$ cat src/rtl/rhs_stim_sequencer.sv
// Biphasic stimulation sequencer for the RHS headstage: latches the stim config on
// stim_en rise, times phases in 50 us ticks and issues commands. Optional: RHS_STIM_INFINITE_EN.
module rhs_stim_sequencer #(
  parameter int CNT_W = 16,
  parameter int CH_W  = 5
) (
  input  logic             aclk,
  input  logic             areset,
  input  logic             tick_50us,
  input  logic             stim_en,
  input  logic [CNT_W-1:0] cfg_pulse_width,
  input  logic [CNT_W-1:0] cfg_intrapulse_delay,
  input  logic [CNT_W-1:0] cfg_num_pulse,
  input  logic [CH_W-1:0]  cfg_pos_ch,
  input  logic [CH_W-1:0]  cfg_neg_ch,
  input  logic             cfg_mono,
`ifdef RHS_STIM_INFINITE_EN
  input  logic             cfg_infinite,
`endif
  output logic             cmd_valid,
  input  logic             cmd_ready,
  output logic [1:0]       cmd_code,
  output logic [CH_W-1:0]  cmd_pos_ch,
  output logic [CH_W-1:0]  cmd_neg_ch,
  output logic             cmd_mono,
  output logic             stim_busy,
  output logic             stim_done,
  output logic [CNT_W-1:0] pulse_cnt,
  output logic [2:0]       dbg_state
);

  typedef enum logic [2:0] {
    IDLE    = 3'd0,
    CMD_P1  = 3'd1,
    P1      = 3'd2,
    CMD_P2  = 3'd3,
    P2      = 3'd4,
    CMD_OFF = 3'd5,
    GAP     = 3'd6,
    DONE    = 3'd7
  } state_t;

  localparam logic [CNT_W-1:0] ONE = CNT_W'(1);

  state_t           state_q, state_d;
  logic             stim_en_q;
  logic             abort_q, abort_d;
  logic [CNT_W-1:0] tick_cnt_q, tick_cnt_d;
  logic [CNT_W-1:0] pulse_cnt_q, pulse_cnt_d;
  logic [CNT_W-1:0] pw_q, pw_d;
  logic [CNT_W-1:0] delay_q, delay_d;
  logic [CNT_W-1:0] num_q, num_d;
  logic [CH_W-1:0]  pos_q, pos_d;
  logic [CH_W-1:0]  neg_q, neg_d;
  logic             mono_q, mono_d;
  logic             inf_w;
  logic             abort_now;
  logic [CNT_W:0]   pulse_inc;
  logic [CNT_W:0]   pulse_target;

`ifdef RHS_STIM_INFINITE_EN
  logic inf_q, inf_d;
  assign inf_w = inf_q;
`else
  assign inf_w = 1'b0;
`endif

  // Abort is sticky once stim_en has dropped; a re-rise is ignored until IDLE.
  assign abort_now    = abort_q | ~stim_en;
  assign pulse_inc    = {1'b0, pulse_cnt_q} + {{CNT_W{1'b0}}, 1'b1};
  assign pulse_target = {1'b0, num_q} + {{CNT_W{1'b0}}, 1'b1};

  always_ff @(posedge aclk) begin
    if (areset) begin
      state_q     <= IDLE;
      stim_en_q   <= 1'b0;
      abort_q     <= 1'b0;
      tick_cnt_q  <= '0;
      pulse_cnt_q <= '0;
      pw_q        <= '0;
      delay_q     <= '0;
      num_q       <= '0;
      pos_q       <= '0;
      neg_q       <= '0;
      mono_q      <= 1'b0;
`ifdef RHS_STIM_INFINITE_EN
      inf_q       <= 1'b0;
`endif
    end else begin
      state_q     <= state_d;
      stim_en_q   <= stim_en;
      abort_q     <= abort_d;
      tick_cnt_q  <= tick_cnt_d;
      pulse_cnt_q <= pulse_cnt_d;
      pw_q        <= pw_d;
      delay_q     <= delay_d;
      num_q       <= num_d;
      pos_q       <= pos_d;
      neg_q       <= neg_d;
      mono_q      <= mono_d;
`ifdef RHS_STIM_INFINITE_EN
      inf_q       <= inf_d;
`endif
    end
  end

  always_comb begin
    state_d     = state_q;
    abort_d     = abort_q;
    tick_cnt_d  = tick_cnt_q;
    pulse_cnt_d = pulse_cnt_q;
    pw_d        = pw_q;
    delay_d     = delay_q;
    num_d       = num_q;
    pos_d       = pos_q;
    neg_d       = neg_q;
    mono_d      = mono_q;
`ifdef RHS_STIM_INFINITE_EN
    inf_d       = inf_q;
`endif
    case (state_q)
      IDLE: begin
        if (stim_en && !stim_en_q) begin
          pw_d        = (cfg_pulse_width == '0) ? ONE : cfg_pulse_width;
          delay_d     = cfg_intrapulse_delay;
          num_d       = cfg_num_pulse;
          pos_d       = cfg_pos_ch;
          neg_d       = cfg_neg_ch;
          mono_d      = cfg_mono;
`ifdef RHS_STIM_INFINITE_EN
          inf_d       = cfg_infinite;
`endif
          pulse_cnt_d = '0;
          abort_d     = 1'b0;
          state_d     = CMD_P1;
        end
      end
      CMD_P1, CMD_P2: begin
        abort_d = abort_now;
        if (cmd_ready) begin
          tick_cnt_d = '0;
          if (abort_now)              state_d = CMD_OFF;
          else if (state_q == CMD_P1) state_d = P1;
          else                        state_d = P2;
        end
      end
      P1, P2, GAP: begin
        if (!stim_en) begin
          abort_d = 1'b1;
          state_d = CMD_OFF;
        end else if (tick_50us) begin
          if (tick_cnt_q == ((state_q == GAP) ? delay_q : pw_q) - ONE) begin
            tick_cnt_d = '0;
            if (state_q == P1)      state_d = CMD_P2;
            else if (state_q == P2) state_d = CMD_OFF;
            else                    state_d = CMD_P1;
          end else begin
            tick_cnt_d = tick_cnt_q + ONE;
          end
        end
      end
      CMD_OFF: begin
        abort_d = abort_now;
        if (cmd_ready) begin
          tick_cnt_d = '0;
          if (abort_now) begin
            abort_d = 1'b0;
            state_d = IDLE;
          end else begin
            // Infinite runs saturate the count instead of wrapping.
            if (!(inf_w && pulse_cnt_q == '1)) pulse_cnt_d = pulse_inc[CNT_W-1:0];
            if (!inf_w && pulse_inc == pulse_target) state_d = DONE;
            else if (delay_q == '0)                  state_d = CMD_P1;
            else                                     state_d = GAP;
          end
        end
      end
      DONE: begin
        if (!stim_en) state_d = IDLE;
      end
      default: state_d = IDLE;
    endcase
  end

  // cmd_valid is raised only in CMD_* states and holds, with code and channels
  // stable, until the cycle where cmd_valid && cmd_ready completes the transfer.
  always_comb begin
    cmd_valid = 1'b0;
    cmd_code  = 2'd0;
    stim_busy = 1'b0;
    stim_done = 1'b0;
    case (state_q)
      CMD_P1:  begin cmd_valid = 1'b1; cmd_code = 2'd1; stim_busy = 1'b1; end
      CMD_P2:  begin cmd_valid = 1'b1; cmd_code = 2'd2; stim_busy = 1'b1; end
      CMD_OFF: begin cmd_valid = 1'b1; cmd_code = 2'd0; stim_busy = 1'b1; end
      P1, P2, GAP: stim_busy = 1'b1;
      DONE:    stim_done = 1'b1;
      default: ;
    endcase
  end

  assign cmd_pos_ch = pos_q;
  assign cmd_neg_ch = neg_q;
  assign cmd_mono   = mono_q;
  assign pulse_cnt  = pulse_cnt_q;
  assign dbg_state  = state_q;

endmodule
$ cat config.mk
export PLATFORM = sky130hd
export DESIGN_NAME = rhs_stim_sequencer
export DESIGN_NICKNAME = d
export VERILOG_FILES = /design/src/rtl/rhs_stim_sequencer.sv
export SDC_FILE = /design/constraint.sdc
export NUM_CORES = 1
export LEC_CHECK = 0
export CAP_MARGIN = 20
export CORE_ASPECT_RATIO = 2
export CORE_UTILIZATION = 59
export DETAILED_ROUTE_END_ITERATION = 12
export PLACE_DENSITY = 0.91
export RECOVER_POWER = 50
export SYNTH_ARGS = -nofsm -noshare
export SYNTH_HDL_FRONTEND = slang
export SYNTH_SLANG_ARGS = --single-unit
$ cat constraint.sdc
create_clock -name aclk -period 8 [get_ports aclk]
set_input_delay 1.6 -clock aclk [delete_from_list [all_inputs] [get_ports aclk]]
set_output_delay 1.6 -clock aclk [all_outputs]
set_load 0.01 [all_outputs]
==> results.toml <==
[synthesis]
yosysWarningCount = 0
syn_nets = 899
yosys_most_used_dff = "dfxtp_1"
synth_cells = 831
synthTopCellsByCount = "nand2_1 (149), dfxtp_1 (96), a21oi_1 (85)"
yosysMostFrequentCell = "nand2_1"
avgSynthCellArea_um2 = 7.34
synth_enable_flop_cells = 0
synth_seq_area_share = 0.315
postSynth.asyncResetShare = 0
synth_top_area_cell = "dfxtp_1"
syn_area_um2 = 6100
synth_top_area_frac = 0.315
ys_ff_latch = 96
synth.area.top_cells = "dfxtp_1 (32%), nand2_1 (9.2%), a21oi_1 (7.0%)"
synthDistinctLibCells = 70

[global_route]
grt_pass1_wl_um = 29600
overflow = 0
grt_util_all_layers = 0.355
grt_max_degree = 86
grt_pass1_vias = 6286
antenna_found_initial = 0

[finish]
area_growth_pct = 20.9
drive_gt1_frac = 0.0413
stdcell_count = 1030
num-fill-cells = 795
multi_input_area_um2 = 3890
ff_latch_area_um2 = 1920
fin_nets = 958
n_antenna_cell = 0

[place]
place_inst = 1013
place_ws_ns = 3.64
port-buffer-count = 98
dp_hpwl_um = 13100
routabilityCongestion = 0.970

[clock_tree]
cts_tree = "built"
htree_levels = 3
cts_buffers = 9
clkTransAtPathRegs_ns = 0.07
clkLatencyLatePin_ns = 0.35
clock_sinks = 96
post_cts_resized = 0
hold_buffers = 0
clockBufferDepth = 2
post_cts_buffers = 0
cts-root-buf = "clkbuf_16"

[setup_path]
cp.arrival_ns = 5.59
path_class = "input port to flip-flop"
startpoint_type = "input port"
worst-path-max-fanout = 61
cp.required_ns = 8.24
crit_path_end_kind = "flip-flop"

[timing]
period_needed_ns = 5.34
hold_ws_ns = 0.451
fin_tns_setup_ns = 0
fin_ws_ns = 2.66
worstMarginPinSlew_ns = 2.59
setup_viol = 0
fmax_mhz = 187
finClkSkew_ns = 0.00754
post-route-period-util = 0.668
maxSlewViolCount = 62
rsz0062_at_grt = "no"
slew_headroom = -0.725
hold_viol_final = 0

[floorplanning]
dieArea_um2 = 10800
rows = 52
start_util = 0.605
io_pins = 99
core-area_um2 = 10100
die_w_um = 73.9
die_y_um = 146

[run]
drv_cap = 1

[power]
clkPwrFrac = 0.241
seqPwrFrac = 0.351
p_comb_frac = 0.409
power.density_nw_per_um2 = 256
max-vdd-ir-drop_mv = 0.203
leakage_nw = 2.73
power_switching_uw = 762
power_mw = 1.89
swShare = 0.404
power.internal_mw = 1.13

[route]
viasPerCell = 6.31
drc = 0
drt_iter0_markers = 559
routed_wl_um = 18300
wl_per_cell_um = 17.8
ant_nets = 0
drt-pass1-iter-count = 5
dr_total_vias = 6502

[status]
violations = "capacitance limit, slew limit"
status = "complete, but fails checks"

[min_path]
hold_path.class = "flip-flop to flip-flop"
==> per-layer routing <==
layer | part of all wire | global-route usage | up-vias
li1 | - | - | 3091
met1 | 0.35 | 0.363 | 3012
met2 | 0.54 | 0.639 | 293
met3 | 0.040 | 0.0374 | 106
met4 | 0.071 | 0.249 | 0
met5 | 0 | 0 | -
==> kinds of logic (layout without fill, tap and decap cells) <==
kind of cell	Yosys count	after routing	synth area share
AOI/OAI and AO/OA	203	203	0.205
xor gates and xnor gates	57	57	0.0886
adders and majority gates	4	4	0.00821
buffers and inverters	72	136	0.0484
DFF	96	96	0.315
muxes	19	19	0.0318
and+or+nand+nor	380	380	0.303
==> critical path, stage by stage <==
cell and delay, ns:
dlygate4sd3_1 0.73, nand2b_1 0.18, nor4_2 0.15, clkbuf_1 1.86
a31oi_1 0.52, a21oi_1 0.30, nor2b_1 0.07, o21a_1 0.18
==> metrics by stage <==
step                      utilization  area [um2]
final                           0.731        7370
after global routing            0.731        7370
after CTS                       0.729        7360
after detailed placement        0.699        7050
after global placement          0.699        7050
after floorplan                     -        6100
==> flip-flops by register name (all words and copies together), names as in the netlist <==
name / cells
pulse_cnt: 16
num_q: 16
cmd_pos_ch: 5
tick_cnt_q: 16
delay_q: 16
pw_q: 16
cmd_neg_ch: 5
cmd_mono: 1
abort_q: 1
dbg_state: 3
stim_en_q: 1
==> placed cells by master, fill, tap and decap left out, types with 5 or more instances in the layout <==
master / count
a22oi_1: 14
clkbuf_16: 9
and3_1: 13
nand2_1: 148
nor4_1: 23
xor2_1: 14
a31oi_1: 6
nand3_1: 27
nor3_1: 24
clkdlybuf4s50_1: 69
nand4_1: 16
and4_1: 5
o21ai_1: 9
nor2b_1: 9
mux2i_1: 16
dlygate4sd3_1: 28
dfxtp_1: 96
o211ai_1: 17
or3_1: 7
nor2_1: 70
inv_1: 18
xnor2_1: 40
a21oi_1: 85
o21ai_0: 33
nor3b_1: 7
==> power by group through the flow <==
| stage | clock network, mW | logic, mW | registers (mW) |
|---|---|---|---|
| 6_report | 0.454 | 0.772 | 0.662 |
| 3_5_place_dp | 0 | 0.746 | 0.668 |
| 3_3_place_gp | 0 | 0.733 | 0.666 |
| 4_1_cts | 0.458 | 0.754 | 0.657 |
| 5_1_grt | 0.476 | 0.852 | 0.671 |
| 2_1_floorplan | 0 | 0.579 | 0.614 |
==> worst paths after layout <==
| kind | endpoint | slack [ns] | from | cells after the start |
|---|---|---|---|---|
| hold / removal | cmd_neg_ch[4]$_SDFFE_PP0P_ | 0.45 | cmd_neg_ch[4]$_SDFFE_PP0P_ | 2 |
| hold reg to reg | cmd_neg_ch[4]$_SDFFE_PP0P_ | 0.45 | cmd_neg_ch[4]$_SDFFE_PP0P_ | 2 |
| setup reg to reg | dbg_state[2]$_SDFFE_PP0P_ | 3.67 | dbg_state[0]$_SDFFE_PP0P_ | 12 |
| setup / recovery | pulse_cnt[4]$_SDFFE_PP0P_ | 2.66 | stim_en | 8 |
==> area by class of cell <==
class	count	share of cell area
clock buffer	9	0.0305
clock inverter	7	0.0114
inverter	18	0.00916
multi-input combinational	663	0.528
sequential	96	0.261
tap	135	0.0229
timing repair buffer	102	0.138
(Power assumes the default switching activity.)
